`src/rtl/rv32i_types.sv`:
```
// Shared types for the rv32i core's pipeline control: hazard FSM states and
// stage-register indices used by the load/flush vectors.
package rv32i_types;

    typedef enum logic [0:0] {RUN = 1'b0, MEM_WAIT = 1'b1} hazard_state_t;

    localparam int STG_IF_ID  = 0;
    localparam int STG_ID_EX  = 1;
    localparam int STG_EX_MEM = 2;
    localparam int STG_MEM_WB = 3;

    typedef logic [3:0] stage_vec_t;

endpackage

```
`src/rtl/sat_counter.sv`:
```
// Saturating up-counter: resets to zero, counts each cycle inc is high and
// sticks at all-ones once reached.
module sat_counter #(
    parameter int CNT_W = 32
) (
    input  logic             clk,
    input  logic             rst,
    input  logic             inc,
    output logic [CNT_W-1:0] value
);

    always_ff @(posedge clk) begin
        if (rst)
            value <= '0;
        else if (inc && value != '1)
            value <= value + 1'b1;
    end

endmodule

```
`src/rtl/pipeline_hazard_ctrl.sv`:
```
// Load/flush control for the 5-stage pipeline: memory-wait freeze, load-use
// bubble, redirect squash. Optional perf counters under HAZARD_PERF_CNT_EN.
module pipeline_hazard_ctrl
    import rv32i_types::*;
#(
    parameter int FLUSH_DEPTH = 2,
    parameter int CNT_W       = 32
) (
    input  logic             clk,
    input  logic             rst,
    input  logic             imem_read_i,
    input  logic             imem_resp_i,
    input  logic             dmem_access_i,
    input  logic             dmem_resp_i,
    input  logic [4:0]       id_rs1_i,
    input  logic [4:0]       id_rs2_i,
    input  logic             id_use_rs1_i,
    input  logic             id_use_rs2_i,
    input  logic             ex_is_load_i,
    input  logic [4:0]       ex_rd_i,
    input  logic             ex_redirect_i,
    output logic             pc_load_o,
    output stage_vec_t       stage_load_o,
    output stage_vec_t       stage_flush_o,
    output logic             imem_hold_o,
    output logic             dmem_hold_o
`ifdef HAZARD_PERF_CNT_EN
    ,
    output logic [CNT_W-1:0] perf_mem_stall_o,
    output logic [CNT_W-1:0] perf_lu_stall_o,
    output logic [CNT_W-1:0] perf_flush_o
`endif
);

    localparam stage_vec_t FLUSH_MASK = stage_vec_t'((5'd1 << FLUSH_DEPTH) - 5'd1);

    hazard_state_t state;
    logic          imem_done, dmem_done;
    logic          ok_i, ok_d, advance, load_use;

    assign ok_i    = !imem_read_i   || imem_resp_i || imem_done;
    assign ok_d    = !dmem_access_i || dmem_resp_i || dmem_done;
    assign advance = ok_i && ok_d;

    assign load_use = ex_is_load_i && (ex_rd_i != 5'd0) &&
                      ((id_use_rs1_i && id_rs1_i == ex_rd_i) ||
                       (id_use_rs2_i && id_rs2_i == ex_rd_i));

    // Done flags remember a response that arrived while the other side was still busy.
    always_ff @(posedge clk) begin
        if (rst) begin
            state     <= RUN;
            imem_done <= 1'b0;
            dmem_done <= 1'b0;
        end else begin
            case (state)
                RUN: begin
                    if (!advance) begin
                        state     <= MEM_WAIT;
                        imem_done <= imem_resp_i;
                        dmem_done <= dmem_resp_i;
                    end
                end
                MEM_WAIT: begin
                    if (advance) begin
                        state     <= RUN;
                        imem_done <= 1'b0;
                        dmem_done <= 1'b0;
                    end else begin
                        imem_done <= imem_done || imem_resp_i;
                        dmem_done <= dmem_done || dmem_resp_i;
                    end
                end
                default: begin
                    state     <= RUN;
                    imem_done <= 1'b0;
                    dmem_done <= 1'b0;
                end
            endcase
        end
    end

    always_comb begin
        pc_load_o     = 1'b0;
        stage_load_o  = '0;
        stage_flush_o = '0;
        if (!rst && advance) begin
            if (ex_redirect_i) begin
                pc_load_o     = 1'b1;
                stage_load_o  = 4'hF;
                stage_flush_o = FLUSH_MASK;
            end else if (load_use) begin
                // Younger instructions hold; a bubble is clocked into ID/EX.
                stage_load_o[STG_EX_MEM] = 1'b1;
                stage_load_o[STG_MEM_WB] = 1'b1;
                stage_flush_o[STG_ID_EX] = 1'b1;
            end else begin
                pc_load_o    = 1'b1;
                stage_load_o = 4'hF;
            end
        end
    end

    assign imem_hold_o = !rst && imem_done;
    assign dmem_hold_o = !rst && dmem_done;

`ifdef HAZARD_PERF_CNT_EN
    sat_counter #(.CNT_W(CNT_W)) u_cnt_mem (
        .clk(clk), .rst(rst), .inc(!advance), .value(perf_mem_stall_o)
    );
    sat_counter #(.CNT_W(CNT_W)) u_cnt_lu (
        .clk(clk), .rst(rst), .inc(advance && load_use && !ex_redirect_i), .value(perf_lu_stall_o)
    );
    sat_counter #(.CNT_W(CNT_W)) u_cnt_flush (
        .clk(clk), .rst(rst), .inc(advance && ex_redirect_i), .value(perf_flush_o)
    );
`endif

endmodule

```
`config.mk`:
```
export PLATFORM = sky130hd
export DESIGN_NAME = pipeline_hazard_ctrl
export DESIGN_NICKNAME = d
export VERILOG_FILES = /design/src/rtl/rv32i_types.sv /design/src/rtl/sat_counter.sv /design/src/rtl/pipeline_hazard_ctrl.sv
export SDC_FILE = /design/constraint.sdc
export NUM_CORES = 1
export LEC_CHECK = 0
export BUFFER_PORTS_ARGS = -buffer_cell sky130_fd_sc_hd__buf_2
export CAP_MARGIN = 10
export CORE_AREA = 2 2 39 41
export DETAILED_ROUTE_END_ITERATION = 16
export DIE_AREA = 0 0 41 43
export PLACE_DENSITY_LB_ADDON = 0.1
export SLEW_MARGIN = 20
export SYNTH_ARGS = -nofsm -noshare
export SYNTH_HDL_FRONTEND = slang
export SYNTH_SLANG_ARGS = --single-unit
```
`constraint.sdc`:
```
create_clock -name clk -period 1 [get_ports clk]
set_input_delay 0.05 -clock clk [delete_from_list [all_inputs] [get_ports clk]]
set_output_delay 0.05 -clock clk [all_outputs]
set_load 0.05 [all_outputs]
```
==> results of run 1 <==
-- cell families (layout without fill, tap and decap cells) --
kind of cell / Yosys count / after routing / synth area share (%)
and+or+nand+nor: 15 / 15 / 29.52
other: 1 / 2 / 1.041
AOI/OAI and AO/OA: 10 / 10 / 18.06
DFF: 3 / 3 / 16.67
xor gates and xnor gates: 10 / 10 / 24.31
buffers and inverters: 5 / 46 / 10.42
-- worst register-to-register path, cell delays in order (launching register included) --
cell     delay, ns
dfxtp_2       0.33
nor3b_4       0.23
buf_4         0.17
o21a_1        0.12
o21ai_0       0.08
a21oi_1       0.13
-- Yosys cell counts (2+ instances only) --
| cell | instances | area (sq um) |
|---|---|---|
| xor2_1 | 8 | 70.07 |
| buf_4 | 5 | 37.54 |
| dfxtp_1 | 3 | 60.06 |
| o21ai_0 | 3 | 15.01 |
| a21oi_1 | 2 | 10.01 |
| nand2_1 | 2 | 7.510 |
| nor2_1 | 2 | 7.510 |
| nor2b_1 | 2 | 12.51 |
| nor3b_2 | 2 | 25.02 |
| xnor2_1 | 2 | 17.52 |
-- metal layers --
metal  GRT usage [%]  part of all wire [%]  up-vias  routed length [microns]
met2           19.38                    51       19                      499
met5               0                     0        -                        0
li1                -                     -      230                        -
met3           3.141                   9.8        0                       96
met1           15.76                    39      196                      388
met4           8.000                     0        0                        0
-- flip-flops by register name (all words and copies together) (netlist names) --
name and flops:
dmem_done 1, state 1, imem_done 1
-- layout make-up --
type	instances	share of cell area (%)
clock buffers	4	3.465
repair buffers	42	43.40
well taps	16	2.640
multi-input cells	37	42.24
flip-flops and latches	3	8.251
-- what timing repair did --
| action | in CTS | in global routing |
|---|---|---|
| setup buffers | 1 | 0 |
| endpoints found under the setup margin | 11 | 9 |
| resized for setup | 22 | 9 |
| hold buffers | 0 | 0 |
| endpoints found under the hold margin | 0 | 0 |
| pin swaps | 15 | 1 |
-- how the worst max path moves through the flow --
stage / startpoint / to / cells after the start / slack (ns)
2_1_floorplan: imem_done / stage_flush_o[1] / 4 / -0.60
3_3_place_gp: ex_rd_i[1] / stage_load_o[0] / 5 / -0.41
3_5_place_dp: ex_rd_i[1] / pc_load_o / 5 / -0.41
4_1_cts: imem_done / stage_flush_o[1] / 5 / -0.38
5_1_grt: ex_rd_i[2] / stage_load_o[1] / 6 / -0.45
6_report: dmem_done / stage_flush_o[1] / 5 / -0.38
-- through the flow --
step           setup TNS [ns]  power [mW]  hold WS, ns  setup slack, ns
5_1_grt                -3.012      0.7426       0.1941          -0.4452
4_1_cts                -2.562      0.7058       0.1584          -0.3759
3_3_place_gp           -2.204      0.4463       0.4118          -0.4104
6_report               -2.278      0.7085       0.1646          -0.3797
2_1_floorplan          -2.822      0.3520       0.1117          -0.5974
3_5_place_dp           -2.119      0.4439       0.4079          -0.4058
-- power groups by stage --
stage	registers, mW	clock network [mW]	logic [mW]
finish	0.133	0.206	0.370
floorplan	0.133	0	0.219
CTS	0.132	0.219	0.355
detailed placement	0.134	0	0.310
global placement	0.134	0	0.313
global route	0.133	0.216	0.393
==> impl_metrics.env, run 1 <==
export IMPL_status="finished, violations left"
export IMPL_violations="negative setup slack"
export IMPL_ctsHtreeMaxLevel=1
export IMPL_insertion_delay_ns=0.23
export IMPL_power_leakage_nw=0.3515
export IMPL_internal_power_mw=0.4524
export IMPL_port_buffers=33
export IMPL_core_sq_mm=0.001384
export IMPL_root_buffer="clkbuf_4"
export IMPL_utilization_pct=54.79
export IMPL_p_switching_mw=0.2561
export IMPL_placed_area_sq_um=626.9
export IMPL_maxCapViolCount=0
export IMPL_start_kind="flip-flop"
export IMPL_yosys_warnings=0
export IMPL_cts_sinks=3
export IMPL_postSynthAreaPerCell_sq_um=8.190
export IMPL_hold_viol=0
export IMPL_design_final_nets=112
export IMPL_synth_area_sq_um=360.3
export IMPL_drt_wl_total_microns=984
export IMPL_num_io_pins=36
export IMPL_grt_pass1_wl_microns=1566
export IMPL_holdPathStages=3
export IMPL_firstDrtPassIters=2
export IMPL_synth_edf_count=0
export IMPL_grt_antenna_before_repair=0
export IMPL_worstSetupPathType="reg2out"
export IMPL_hpwl_microns=785.2
export IMPL_area_growth_pct=110.4
export IMPL_seqCellArea_sq_um=62.56
export IMPL_dieArea_sq_mm=0.001763
export IMPL_synth_main_ff_cell="dfxtp_1"
export IMPL_cp_cell_sequence="nor3b_4 > nor3_4 > and2_4 > o21bai_4 > buf_6"
export IMPL_hold_class="in2reg"
export IMPL_layout_drive_gt1_share_pct=66.28
export IMPL_post_route_min_period_ns=1.380
export IMPL_die_y_microns=43
export IMPL_fillers=132
export IMPL_synth_seq_area_share_pct=16.67
export IMPL_ys_types=23
export IMPL_grt_setup_unrepaired="true"
export IMPL_switching_share_pct=36.15
export IMPL_slew_violations=0
export IMPL_r2r_slack_ns=-0.13
export IMPL_grt_max_degree=6
export IMPL_crit_required_ns=0.95
export IMPL_powerDensity_mw_per_mm2=934.4
export IMPL_synthArstFlopShare_pct=0
export IMPL_synth_cells=44
export IMPL_critPathTopFamily="simple AND/OR/NAND/NOR gates"
export IMPL_crit_arrival_ns=1.33
export IMPL_synth_seq_cells=3
export IMPL_hold_start="rst"
export IMPL_grt_overflow_total=0
export IMPL_postLayoutCellArea_sq_um=758.2
export IMPL_ir_worst_vdd_mv=0.6546
export IMPL_setup_worst_path_end_class="primary output"
export IMPL_dieWidth_microns=41
export IMPL_placedCellCount=98
export IMPL_viasPerCell=4.363
export IMPL_rr_startpoint="imem_done"
export IMPL_first_global_vias=415
export IMPL_final_common_cell="buf_2"
export IMPL_combPwrFrac_pct=52.2
export IMPL_period_share_pct=138.0
export IMPL_min_to="dmem_done"
export IMPL_fin_cells=102
export IMPL_path_buf_inv=1
export IMPL_drt_initial_drc_count=1
export IMPL_finClkSkew_ns=0.001419
export IMPL_cts_tree="done"
export IMPL_path_clk_slew_ns=0.03
export IMPL_drtAntennaViolNets=0
export IMPL_vias=445
export IMPL_start_util_pct=26.04
export IMPL_clk_path_buf_depth=2
export IMPL_post_route_worst_setup_slack_ns=-0.3797
export IMPL_post_drt_wl_per_cell_microns=9.647
export IMPL_clock_power_share_pct=29.1
export IMPL_final_cell_mix="buf_2, buf_6, buf_4"
export IMPL_crit_fanout=3
export IMPL_drc=0
export IMPL_cp_slowest_cell="dfxtp_2"
export IMPL_gp_congestion=0.7725
export IMPL_setup_viol=9
export IMPL_rows=14
export IMPL_fmax_ghz=0.7248
export IMPL_grt_use_total_pct=12.95
export IMPL_antenna_cells=0
export IMPL_multiInputGateArea_sq_um=320.3
export IMPL_rr_worst_depth=5
export IMPL_p_seq_share_pct=18.7
export IMPL_slowest_delay_ns=0.33
export IMPL_rr_endpoint="imem_done"
export IMPL_numCtsBuffers=3
(Power assumes the default switching activity.)
==> inputs of run 2 (changes only) <==
Settings changed: RECOVER_POWER from default to 100.
==> impl_metrics.env, run 2 (synthesized netlist as in run 1, its figures left out) <==
export IMPL_status="finished, violations left"
export IMPL_violations="negative setup slack"
export IMPL_post_route_min_period_ns=1.379
export IMPL_rows=14
export IMPL_start_kind="flip-flop"
export IMPL_rr_startpoint="imem_done"
export IMPL_num_io_pins=36
export IMPL_crit_required_ns=0.95
export IMPL_post_route_worst_setup_slack_ns=-0.3794
export IMPL_crit_arrival_ns=1.33
export IMPL_powerDensity_mw_per_mm2=935.6
export IMPL_fin_cells=102
export IMPL_firstDrtPassIters=2
export IMPL_holdPathStages=3
export IMPL_final_cell_mix="buf_2, buf_6, buf_4"
export IMPL_hpwl_microns=785.2
export IMPL_period_share_pct=137.9
export IMPL_crit_path_start="dmem_done"
export IMPL_grt_overflow_total=0
export IMPL_crit_fanout=3
export IMPL_fillers=133
export IMPL_finClkSkew_ns=0.001419
export IMPL_antenna_cells=0
export IMPL_cts_tree="done"
export IMPL_numCtsBuffers=3
export IMPL_cp_num_cells=5
export IMPL_dp_slack_ns=-0.4058
export IMPL_drt_wl_total_microns=982
export IMPL_drt_initial_drc_count=1
export IMPL_cts_sinks=3
export IMPL_placedCellCount=98
export IMPL_start_util_pct=26.04
export IMPL_slew_violations=0
export IMPL_dieWidth_microns=41
export IMPL_top_regs="dmem_done: 1 flops, imem_done: 1 flops, state: 1 flops"
export IMPL_final_common_cell="buf_2"
export IMPL_drtAntennaViolNets=0
export IMPL_tns_ns=-2.314
export IMPL_dieArea_sq_mm=0.001763
export IMPL_design_final_nets=112
export IMPL_insertion_delay_ns=0.23
export IMPL_worstSetupPathType="reg2out"
export IMPL_cp_slowest_cell="dfxtp_2"
export IMPL_setup_worst_path_end_class="primary output"
export IMPL_path_buf_inv=1
export IMPL_viasPerCell=4.343
export IMPL_grt_use_total_pct=12.95
export IMPL_root_buffer="clkbuf_4"
export IMPL_setup_viol=9
export IMPL_post_drt_wl_per_cell_microns=9.627
export IMPL_hold_start="rst"
export IMPL_power_leakage_nw=0.3508
export IMPL_power_total_mw=0.7071
export IMPL_gp_congestion=0.7725
export IMPL_drc=0
export IMPL_core_sq_mm=0.001384
export IMPL_grt_max_degree=6
export IMPL_slowest_delay_ns=0.33
export IMPL_ir_worst_vdd_mv=0.6542
export IMPL_rr_worst_depth=5
export IMPL_path_clk_slew_ns=0.03
export IMPL_clk_path_buf_depth=2
export IMPL_die_y_microns=43
export IMPL_critPathTopFamily="simple AND/OR/NAND/NOR gates"
export IMPL_ctsHtreeMaxLevel=1
export IMPL_grt_pass1_wl_microns=1566
export IMPL_cp_cell_sequence="nor3b_4 > nor3_4 > and2_4 > o21bai_4 > buf_6"
export IMPL_hold_viol=0
export IMPL_grt_setup_unrepaired="true"
export IMPL_first_global_vias=415
export IMPL_port_buffers=33
export IMPL_vias=443
export IMPL_layout_drive_gt1_share_pct=66.28
export IMPL_hold_class="in2reg"
export IMPL_grt_antenna_before_repair=0
export IMPL_area_growth_pct=109.7
export IMPL_maxCapViolCount=0
export IMPL_fmax_ghz=0.7250
## run 2: metrics by stage
step / utilization [%] / instance area [sq um] / hold slack, ns
CTS: 52.71 / 729.5 / 0.1584
detailed placement: 45.30 / 626.9 / 0.4079
floorplan: - / 426.7 / 0.1117
global route: 54.61 / 755.7 / 0.1941
finish: 54.61 / 755.7 / 0.1645
global placement: 45.30 / 626.9 / 0.4118
## run 2: metal layers
| layer | global-route usage, % | up-vias | routed length [microns] |
|---|---|---|---|
| li1 | - | 230 | - |
| met1 | 15.76 | 194 | 389 |
| met2 | 19.38 | 19 | 495 |
| met3 | 3.141 | 0 | 96 |
| met4 | 8.000 | 0 | 0 |
| met5 | 0 | - | 0 |
## run 2: worst paths after layout
kind	end	slack, ns
min	dmem_done	0.16
max reg2reg	imem_done	-0.15
max	stage_flush_o[1]	-0.38
min reg2reg	imem_done	0.50
## run 2: tightest hold or removal path: stages
cell     delay (ns)
buf_2          0.12
buf_4          0.14
a21oi_1        0.04
## run 2: cell type report
cell class / count / area (sq um) / share of cell area, %
clock buffers: 4 / 26.28 / 3.477
repair buffers: 42 / 326.6 / 43.21
well taps: 16 / 20.02 / 2.649
multi-input cells: 37 / 320.3 / 42.38
flip-flops and latches: 3 / 62.56 / 8.278
## run 2: repair_timing
action / in CTS / in global routing
endpoints found under the setup margin: 11 / 9
setup buffers: 1 / 0
pin swaps: 15 / 1
resized for setup: 22 / 9
hold buffers: 0 / 0
## run 2: where the power goes
| part | switching [mW] | total [mW] | leakage [nW] | internal, mW |
|---|---|---|---|---|
| Sequential | 0.00525 | 0.133 | 0.0255 | 0.127 |
| Combinational | 0.194 | 0.368 | 0.310 | 0.175 |
| Clock | 0.0572 | 0.206 | 0.0150 | 0.149 |
| Total | 0.256 | 0.707 | 0.351 | 0.451 |
